[config.mk]
export PLATFORM = sky130hd
export DESIGN_NAME = rr_mux_feeder
export DESIGN_NICKNAME = d
export VERILOG_FILES = /design/src/rtl/mux_pkg.sv /design/src/rtl/rr_mux_feeder_pick.sv /design/src/rtl/rr_mux_feeder.sv
export SDC_FILE = /design/constraint.sdc
export NUM_CORES = 1
export LEC_CHECK = 0
export CORE_UTILIZATION = 42
export CTS_CLUSTER_DIAMETER = 200
export DETAILED_ROUTE_END_ITERATION = 10
export GPL_TIMING_DRIVEN = 0
export PLACE_DENSITY = 0.8
export RECOVER_POWER = 50
export SYNTH_ARGS = -nofsm -noshare
export SYNTH_HDL_FRONTEND = slang
export SYNTH_HIERARCHICAL = 1
export SYNTH_SLANG_ARGS = --single-unit
[constraint.sdc]
create_clock -name clk -period 2.3 [get_ports clk]
set_input_delay 0.345 -clock clk [delete_from_list [all_inputs] [get_ports clk]]
set_output_delay 0.345 -clock clk [all_outputs]
set_load 0.03 [all_outputs]
[src/rtl/mux_pkg.sv]
// Shared sizes and types for the round-robin 4:1 mux feeder.
package mux_pkg;
   localparam int DATA_W = 16;
   localparam int N_CH   = 4;

   typedef logic [1:0] sel_t;

   typedef enum logic {
      IDLE    = 1'b0,
      PRESENT = 1'b1
   } state_t;
endpackage

[src/rtl/rr_mux_feeder_pick.sv]
// Round-robin picker: first set request scanning start, start+1, ... mod 4.
// Purely combinational, zero latency; no flow control of its own.
module rr_pick
   import mux_pkg::*;
(
   input  logic [3:0] req_i,
   input  sel_t       start_i,
   output sel_t       grant_o,
   output logic       any_o
);

   sel_t idx;

   // Walk the scan order backwards so the closest request to start_i wins last.
   always_comb begin
      grant_o = start_i;
      any_o   = 1'b0;
      idx     = '0;
      for (int k = N_CH - 1; k >= 0; k--) begin
         idx = start_i + sel_t'(k);
         if (req_i[idx]) begin
            grant_o = idx;
            any_o   = 1'b1;
         end
      end
   end

endmodule

[src/rtl/rr_mux_feeder.sv]
// Four one-word channel buffers presented round-robin to a downstream 4:1 mux via registered S.
// Latency 2 cycles accept-to-out_valid; a full channel deasserts in_ready until its word is taken.
module rr_mux_feeder #(
   parameter int DATA_W = 16,
   parameter int N_CH   = 4
) (
   input  logic              clk,
   input  logic              rst_n,
   input  logic [3:0]        in_valid,
   output logic [3:0]        in_ready,
   input  logic [DATA_W-1:0] in_data0,
   input  logic [DATA_W-1:0] in_data1,
   input  logic [DATA_W-1:0] in_data2,
   input  logic [DATA_W-1:0] in_data3,
   output logic [DATA_W-1:0] I0,
   output logic [DATA_W-1:0] I1,
   output logic [DATA_W-1:0] I2,
   output logic [DATA_W-1:0] I3,
   output logic [1:0]        S,
   output logic              out_valid,
   input  logic              out_ready
);
   import mux_pkg::*;

   state_t            state_q;
   sel_t              ptr_q;
   sel_t              s_q;
   logic [3:0]        full_q;
   logic [3:0]        full_d;
   logic [DATA_W-1:0] data_q  [4];
   logic [DATA_W-1:0] in_data [4];

   logic [3:0] load;
   logic [3:0] others;
   logic       handshake;
   sel_t       idle_grant;
   logic       idle_any;
   sel_t       next_grant;
   logic       next_any;
   sel_t       next_start;

   assign in_data[0] = in_data0;
   assign in_data[1] = in_data1;
   assign in_data[2] = in_data2;
   assign in_data[3] = in_data3;

   assign load       = in_valid & ~full_q;
   assign handshake  = (state_q == PRESENT) && out_ready;
   assign next_start = s_q + 2'd1;

   // Channel being retired is excluded so the follow-on pick never re-grants it.
   always_comb begin
      others      = full_q;
      others[s_q] = 1'b0;
   end

   rr_pick u_pick_idle (
      .req_i   (full_q),
      .start_i (ptr_q),
      .grant_o (idle_grant),
      .any_o   (idle_any)
   );

   rr_pick u_pick_next (
      .req_i   (others),
      .start_i (next_start),
      .grant_o (next_grant),
      .any_o   (next_any)
   );

   // The presented channel is full, so it can never load on its own handshake cycle.
   always_comb begin
      full_d = full_q | load;
      if (handshake) begin
         full_d[s_q] = 1'b0;
      end
   end

   always_ff @(posedge clk or negedge rst_n) begin
      if (!rst_n) begin
         state_q <= IDLE;
         ptr_q   <= '0;
         s_q     <= '0;
         full_q  <= '0;
      end else begin
         full_q <= full_d;
         case (state_q)
            IDLE: begin
               if (idle_any) begin
                  s_q     <= idle_grant;
                  state_q <= PRESENT;
               end
            end
            PRESENT: begin
               if (out_ready) begin
                  ptr_q <= next_start;
                  if (next_any) begin
                     s_q <= next_grant;
                  end else begin
                     state_q <= IDLE;
                  end
               end
            end
         endcase
      end
   end

   always_ff @(posedge clk or negedge rst_n) begin
      if (!rst_n) begin
         for (int i = 0; i < 4; i++) begin
            data_q[i] <= '0;
         end
      end else begin
         for (int i = 0; i < 4; i++) begin
            if (load[i]) begin
               data_q[i] <= in_data[i];
            end
         end
      end
   end

   assign in_ready  = ~full_q;
   assign out_valid = (state_q == PRESENT);
   assign S         = s_q;
   assign I0        = data_q[0];
   assign I1        = data_q[1];
   assign I2        = data_q[2];
   assign I3        = data_q[3];

endmodule

=== After elaboration in Yosys (flattened, before gate mapping) ===
Index checks and enable logic that the tools add are counted.

* Magnitude comparators: 10
* Reduce and logical (&&, ||, !) cells: 4
* Add/sub/neg operators: 7
* Equal/unequal tests: 3
* Bitwise logic cells: 7
* Multiplexer cells: 43

{| class="wikitable"
|+ Operators with widths
! operator !! number
|-
| 2-bit by 3-bit less-than comparator with 1-bit output (second input constant) || 9
|-
| 2-bit 2-to-1 mux || 11
|-
| 1-bit 2-to-1 mux || 20
|-
| 1-bit binary-select mux with 2-bit select || 8
|-
| 4-bit bitwise AND || 3
|-
| 2-bit adder (second input constant) || 4
|-
| 4-bit NOT || 2
|-
| 2-bit by 1-bit adder with 2-bit output (second input constant) || 3
|-
| 4-bit 2-to-1 mux || 1
|-
| 2-bit != test (second input constant) || 2
|-
| 4-bit OR || 1
|-
| 2-bit one-hot mux with 2 select lines || 1
|-
| 3-bit AND reduction || 1
|-
| 1-bit demux with 2-bit select || 1
|-
| 2-bit by 1-bit greater-or-equal comparator with 1-bit output (second input constant) || 1
|-
| 1-bit logical AND || 2
|-
| 2-bit by 1-bit != test with 1-bit output (second input constant) || 1
|-
| 1-bit one-hot mux with 2 select lines || 1
|-
| 2-bit AND reduction || 1
|-
| 1-bit NOT || 1
|}

* Register bits: 73
* Word-level logic and storage cells: 82
* Output and inout port bits: 71

=== Depth between registers and ports, before layout ===
Gate-level depths: netlist of run 1.

* Depth in word-level cells: 15
* Mapped depth: 8

=== Modules after synthesis ===
The synthesis of run 1 kept the hierarchy.

{| class="wikitable"
|+ By module, submodules not included
! module !! cells an instance !! area each (µm²) !! seq. area each (µm²) !! instances
|-
| rr_mux_feeder || 183 || 3,036.7 || 1,826.8 || 1
|-
| rr_pick || 16 || 100.1 || 0.0 || 2
|}

=== Worst setup path after synthesis of run 1 ===
Ideal clock, no wire load.

* Kind: register to register
* Start point: reg s_q[0], in the netlist S[0]
* End point: reg s_q[1], in the netlist S[1]
* Buffers on the path: 0
* Data arrival time: 1,926 ps
* Slack: 292 ps
* Setup time: 82 ps
* Cell stages (with the launch flop): 8
* Cell sequence: dfrtp_1 -> inv_1 -> ha_1 -> and3b_1 -> or4_1 -> nand2_1 -> o22ai_1 -> a31oi_1

{| class="wikitable"
|+ RTL lines
! element !! RTL line !! source
|-
| start: declaration || rr_mux_feeder.sv:27 || <nowiki>sel_t s_q;</nowiki>
|-
| start signal: assignment || rr_mux_feeder.sv:90 || <nowiki>s_q <= idle_grant;</nowiki>
|-
| start signal: assignment || rr_mux_feeder.sv:98 || <nowiki>s_q <= next_grant;</nowiki>
|-
| 2-bit by 1-bit adder with 2-bit output * || rr_mux_feeder.sv:49 || <nowiki>assign next_start = s_q + 2'd1;</nowiki>
|-
| named net next_start[0] || rr_mux_feeder.sv:40 || <nowiki>sel_t next_start;</nowiki>
|-
| 2-bit adder || rr_mux_feeder_pick.sv:20 || <nowiki>idx = start_i + sel_t'(k);</nowiki>
|-
| 1-bit binary-select mux with 2-bit select || rr_mux_feeder_pick.sv:21 || <nowiki>if (req_i[idx]) begin</nowiki>
|-
| 1-bit 2-to-1 mux (not written as such) || rr_mux_feeder_pick.sv:21 ||
|-
| 2-bit 2-to-1 mux (3 in series) || rr_mux_feeder_pick.sv:21 ||
|-
| 2-bit 2-to-1 mux * || rr_mux_feeder_pick.sv:21 ||
|-
| named net next_grant[1] || rr_mux_feeder.sv:38 || <nowiki>sel_t next_grant;</nowiki>
|-
| 2-bit 2-to-1 mux * || rr_mux_feeder.sv:97 || <nowiki>if (next_any) begin</nowiki>
|-
| 2-bit 2-to-1 mux * || rr_mux_feeder.sv:95 || <nowiki>if (out_ready) begin</nowiki>
|-
| 2-bit one-hot mux with 2 select lines * || rr_mux_feeder.sv:87 || <nowiki>case (state_q)</nowiki>
|}

Mark *: on every way through the listed nets, which the timed path passes. The rest lies on a longest branch. The select of a mux whose other input is x is not followed.
A chain may end at the register's enable or synchronous reset.

=== Worst setup path in the final report of run 1 ===
* Start point: in in_valid[1]
* End point: reg data_q, in the netlist I1[0]

* Word-level cells in the longest chain between the ends: 1

{| class="wikitable"
|+ RTL lines
! element !! RTL line !! source
|-
| start: declaration || rr_mux_feeder.sv:9 || <nowiki>input logic [3:0] in_valid,</nowiki>
|-
| 4-bit bitwise AND || rr_mux_feeder.sv:47 || <nowiki>assign load = in_valid & ~full_q;</nowiki>
|-
| end signal: indexed assignment || rr_mux_feeder.sv:116 || <nowiki>data_q[i] <= in_data[i];</nowiki>
|-
| end: declaration || rr_mux_feeder.sv:30 || <nowiki>logic [DATA_W-1:0] data_q [4];</nowiki>
|}

Every way passes these cells.

==> impl_metrics.json, run 1 <==
{
  "critPathRequiredTime_ns": 2.52,
  "hp-class": "in -> async",
  "slew_headroom_pct": -18.6,
  "synth_area_leaders": "dfrtp_1, mux2_4, mux2_2",
  "hold_viol": 0,
  "syn-num-nets": 290,
  "pre_cts_ws_ns": 0.333,
  "p_per_area_mw_per_mm2": 1620,
  "maxCapViolations": 1,
  "final.period_utilization_pct": 89.2,
  "skew_ns": 0.0128,
  "num_rows": 31,
  "async_flop_share_pct": 100,
  "synth_top_cell_area_share_pct": 56.4,
  "synth_commonest_cells": "dfrtp_1, mux2_4, mux2_2",
  "initial_core_util_pct": 43.9,
  "grt_pass1_vias": 2350,
  "synth.most_common_cell": "dfrtp_1",
  "violations": "capacitance limit, slew limit",
  "status": "finished with violations",
  "io_pins": 142,
  "clk_latency_ns": 0.35,
  "worst_pin_slew_ns": 1.78,
  "rsz0062_at_grt": "no",
  "fp.dieW_um": 89.8,
  "p_leak_nw": 2.16,
  "clkTransAtPathRegs_ns": 0.08,
  "worst-path-buf-inv": 3,
  "coreArea_sq_mm": 0.00737,
  "cts_tree": "done",
  "die-area_sq_mm": 0.00806,
  "critPathSlowestCell": "dlygate4sd3_1",
  "clock_path_buffers": 2,
  "stdcell_count": 471,
  "clock.fmax_ghz": 0.488,
  "finalMaxSlewViolations": 74,
  "grt_pass1_wl_um": 12100,
  "synthMuxAreaShare_pct": 27.3,
  "gr-total-overflow": 0,
  "synth-main-ff-cell": "dfrtp_1",
  "cts_hold_buf": 0,
  "slowest_delay_ns": 0.56,
  "grt_max_degree": 74,
  "syn_area_sq_mm": 0.00324,
  "num-nets-final": 442,
  "finalCriticalPeriod_ns": 2.05,
  "synthAdderAreaFrac_pct": 1.55,
  "ys_ff_latch": 73,
  "drc": 0,
  "synth_edf_count": 0,
  "drt_iter0_drc": 69,
  "antenna_found_initial": 0,
  "synth_simple_gate_area_share_pct": 6.15,
  "worstSetupPathType": "in -> reg",
  "clock-root-buffer": "clkbuf_8",
  "place_inst": 455,
  "gp_congestion": 0.856,
  "htree_levels": 3,
  "dp_hpwl_um": 5250,
  "drive_above_1_share_pct": 23.4,
  "cts_resized": 0,
  "diodes": 0,
  "setup_viol": 0,
  "port_buffers": 141,
  "seq_area_frac_synth_pct": 56.4,
  "yosysWarnings": 6,
  "viasPerCell": 4.84,
  "worst_slack_ns": 0.249,
  "yosysTopAreaCell": "dfrtp_1",
  "cts_setup_buffers": 0,
  "wl_per_cell_um": 15.6,
  "cts_buffers": 9,
  "syn_area_per_cell_sq_um": 15.1,
  "ant_nets": 0,
  "critical-path-top-delay-family": "buffers and inverters",
  "wl_um": 7340,
  "vdd_ir_drop_max_mv": 0.779,
  "crit_chain": "dlygate4sd3_1, nor2b_1, clkbuf_1, dlymetal6s2s_1, mux2_1",
  "critPathMaxFanout": 10,
  "cts_sinks": 73,
  "num_vias": 2281,
  "area_growth_syn_to_layout_pct": 53.8,
  "critPathCaptureType": "register",
  "first_pass_iters": 4,
  "synth_top_family_by_area": "multiplexers",
  "yosys.area_share.xor_xnor_pct": 0,
  "syn_inst": 215,
  "crit_arrival_ns": 2.28,
  "post_synth_num_cell_types": 27,
  "startpoint_type": "input port",
  "grt_usage_pct": 19.3,
  "synth_compound_gate_area_share_pct": 4.14,
  "die_h_um": 89.8
}
[through the flow]
step | instance area (sq um) | util (%) | hold slack [ns] | setup TNS, ns | total power, W
after global routing | 4980 | 67.5 | 0.517 | 0 | 0.00848
final | 4980 | 67.5 | 0.474 | 0 | 0.00807
after floorplan | 3240 | - | 0.0494 | 0 | 0.00512
after CTS | 5030 | 68.3 | 0.152 | 0 | 0.00821
after global placement | 4770 | 64.8 | 0.489 | -116.32 | 0.00674
after detailed placement | 4770 | 64.7 | 0.492 | 0 | 0.00684
[report_power, final]
part	switching (W)	internal, W	total [W]
combinational	0.00221	0.00219	0.00440
clock	0.000491	0.000839	0.00133
sequential	0.000407	0.00193	0.00234
[layout by cell type (no fill, tap or decap), types with 5 or more instances in the layout]
| cell | count |
|---|---|
| dfrtp_1 | 73 |
| nand2_1 | 6 |
| clkbuf_8 | 9 |
| mux2_4 | 36 |
| nor2_1 | 12 |
| clkdlybuf4s50_1 | 138 |
| clkbuf_1 | 5 |
| a31oi_1 | 6 |
| o21ai_0 | 5 |
| mux2_2 | 25 |
| inv_1 | 8 |
[state kept, by name, summed over array words and instances (netlist names)]
signal and cells:
I3 16, I2 16, I1 16, full_q 4
I0 16, out_valid 1, ptr_q 2, S 2
[final cells by class]
type                            instances  area [sq um]
Multi-Input combinational cell        125          1250
Clock inverter                          6           138
Sequential cell                        73          1830
Timing Repair Buffer                  141          1410
Buffer                                  9          77.6
Fill cell                             542          2390
Inverter                                8          30.0
Clock buffer                           10           128
Tap cell                               99           124
[final timing paths]
check                             from     end  slack [ns]  depth (start not counted)
max                        in_valid[1]   I1[0]        0.25                          5
min                              rst_n   I3[8]        0.47                          1
max reg2reg                       S[0]    S[1]        0.29                          7
min reg2reg                     I1[10]  I1[10]        0.50                          1
max in group asynchronous        rst_n  I0[15]        0.78                          1
min in group clk                I1[10]  I1[10]        0.50                          1
[metal layers]
| metal | track usage [%] | part of all wire, % |
|---|---|---|
| met4 | 5.33 | 0.97 |
| met2 | 32.3 | 50 |
| met5 | 0 | 0 |
| met3 | 5.75 | 5.8 |
| met1 | 24.3 | 43 |
[cells by family (layout without fill, tap and decap cells)]
| logic type | count (synthesis) | in the layout |
|---|---|---|
| buf+inv | 17 | 174 |
| compound gates | 20 | 20 |
| simple gates | 36 | 36 |
| fa+ha+maj | 4 | 4 |
| flops | 73 | 73 |
| mux | 65 | 65 |
No activity file was read; power rests on OpenSTA's default activity.
==> inputs of run 2 (changes only) <==
- DONT_BUFFER_PORTS: default -> 1
- PLACE_DENSITY: 0.8 -> default
==> run 2 against run 1 <==
  * The flow now finishes without violations
  * First-iteration DRC count fell by 20%
  * Critical path type is now reg -> reg
  * Routed wire length fell by 16%
  * Largest power group is now registers
  * Power fell by 17%
  * Clock power fell by 8%
  * Global-route usage fell by 3.4 points
  * Critical path depth rose by 2
  * Worst setup slack got worse by 0.068 ns
  * Via count fell by 23%
  * Clock skew fell by 0.0087 ns
==> impl_metrics.json, run 2 (same netlist as run 1, synthesis figures left out) <==
{
  "status": "finished, final reports clean",
  "critPathSlowestCell": "dfrtp_1",
  "clock-root-buffer": "clkbuf_8",
  "maxCapViolations": 0,
  "gp_congestion": 0.846,
  "regArea_sq_mm": 0.00183,
  "skew_ns": 0.00407,
  "crit_arrival_ns": 2.38,
  "p_leak_nw": 1.63,
  "setup_tns_ns": 0,
  "grt_usage_pct": 15.9,
  "p_per_area_mw_per_mm2": 1850,
  "critPathRequiredTime_ns": 2.56,
  "fp.dieW_um": 89.8,
  "gr-total-overflow": 0,
  "ff2ff_setup_slack_ns": 0.18,
  "ant_nets": 0,
  "timing.hold.ws_ns": 0.101,
  "cts_sinks": 73,
  "drt_iter0_drc": 55,
  "wl_per_cell_um": 18.6,
  "mostFrequentLayoutCells": "dfrtp_1, mux2_4, mux2_2, nor2_1, clkbuf_8",
  "grt_max_degree": 74,
  "finalCriticalPeriod_ns": 2.12,
  "clock_path_buffers": 2,
  "crit_chain": "ha_1, nor2_1, and3b_1, or4_1, nand2_1, o22ai_1, a31oi_1",
  "htree_levels": 3,
  "multiInputGateArea_sq_mm": 0.00126,
  "num_vias": 1749,
  "area_growth_syn_to_layout_pct": 12.0,
  "hold_depth": 1,
  "place_area_sq_mm": 0.00336,
  "num_rows": 31,
  "first_pass_iters": 4,
  "dp_hpwl_um": 4370,
  "slew_headroom_pct": 36.3,
  "num-nets-final": 303,
  "critPathMaxFanout": 6,
  "vdd_ir_drop_max_mv": 0.609,
  "clkTransAtPathRegs_ns": 0.07,
  "antenna_found_initial": 0,
  "r2r-start": "S[1]",
  "startpoint_type": "register",
  "rsz0062_at_grt": "no",
  "viasPerCell": 5.27,
  "critPathCaptureType": "register",
  "worstReg2RegEnd": "S[1]",
  "cts_tree": "done",
  "hp-class": "in -> reg",
  "grt_pass1_vias": 1833,
  "port_buffers": 0,
  "clk_latency_ns": 0.34,
  "die_h_um": 89.8,
  "worst_pin_slew_ns": 0.955,
  "setup_viol": 0,
  "hold_path_startpoint": "out_ready",
  "finalMaxSlewViolations": 0,
  "clock.fmax_ghz": 0.472,
  "coreArea_sq_mm": 0.00737,
  "min_to": "full_q[0]",
  "cts_buffers": 9,
  "diodes": 0,
  "drive_above_1_share_pct": 42.1,
  "slowest_delay_ns": 0.51,
  "worstSetupPathType": "reg -> reg",
  "grt_pass1_wl_um": 9890,
  "drc": 0,
  "initial_core_util_pct": 43.9,
  "wl_um": 6160,
  "stdcell_area_sq_mm": 0.00362,
  "hold_viol": 0,
  "layout_commonest_cell": "dfrtp_1",
  "die-area_sq_mm": 0.00806,
  "io_pins": 142,
  "n_fill_cell": 647,
  "final.period_utilization_pct": 92.1,
  "rr_worst_depth": 7
}
-- run 2: cell types whose count changed in the layout (fill, tap and decap cells not counted), moves of 2 or more --
| cell | delta |
|---|---|
| buf_6 | +3 |
| mux2_1 | -4 |
| inv_6 | -2 |
| clkdlybuf4s50_1 | -138 |
| clkinv_4 | +2 |
| clkbuf_1 | -4 |
| mux2_4 | +4 |
-- run 2: per-layer routing --
metal	part of all wire (%)	GRT usage, %	wire length (um)
met5	0	0	0
met1	42	19.5	2570
met2	48	24.3	2940
met4	1.9	7.79	114
met3	8.9	6.51	546
-- run 2: final cells by class --
type,instances,share of cell area [%]
clock buffers,10,3.80
repair buffers,2,0.483
inverters,8,0.828
flip-flops and latches,73,50.4
clock inverters,6,3.18
plain buffers,9,2.97
multi-input cells,125,34.9
well taps,99,3.42
-- run 2: critical path, delay by kind of cell, from the launching register on --
kind            cells  cell delay (ns)
simple gates        4             1.04
flops               1             0.51
fa+ha+maj           1             0.27
compound gates      2             0.22
-- run 2: through the flow --
step	power, W	std cells	utilization (%)	worst slack (ns)
6_report	0.00671	332	49.2	0.182
5_1_grt	0.00705	332	49.2	0.0601
4_1_cts	0.00680	332	49.5	0.0457
3_5_place_dp	0.00550	314	45.6	0.0925
3_3_place_gp	0.00543	314	45.6	0.0920
2_1_floorplan	0.00512	215	-	0.292
-- run 2: timing repair --
action / CTS / global route
endpoints found under the setup margin: 0 / 1
buffers inserted: 0 / 0
hold buffers: 2 / 0
gates resized for setup: 0 / 1
endpoints found under the hold margin: 73 / 0
-- run 2: report_power, final --
group	leakage [nW]	internal (W)	total [W]	switching (W)
Clock	0.123	0.000753	0.00123	0.000476
Sequential	0.854	0.00192	0.00364	0.00173
Combinational	0.652	0.00113	0.00184	0.000716
Total	1.63	0.00380	0.00671	0.00292
-- run 2: worst max path at each step --
stage                     slack (ns)    to  startpoint  depth (start not counted)
final                           0.18  S[1]        S[1]                          7
after detailed placement        0.09  S[1]        S[0]                          7
after global routing            0.06  S[1]        S[1]                          7
after global placement          0.09  S[1]        S[0]                          7
after floorplan                 0.29  S[1]        S[0]                          7
after CTS                       0.05  S[1]        S[0]                          7
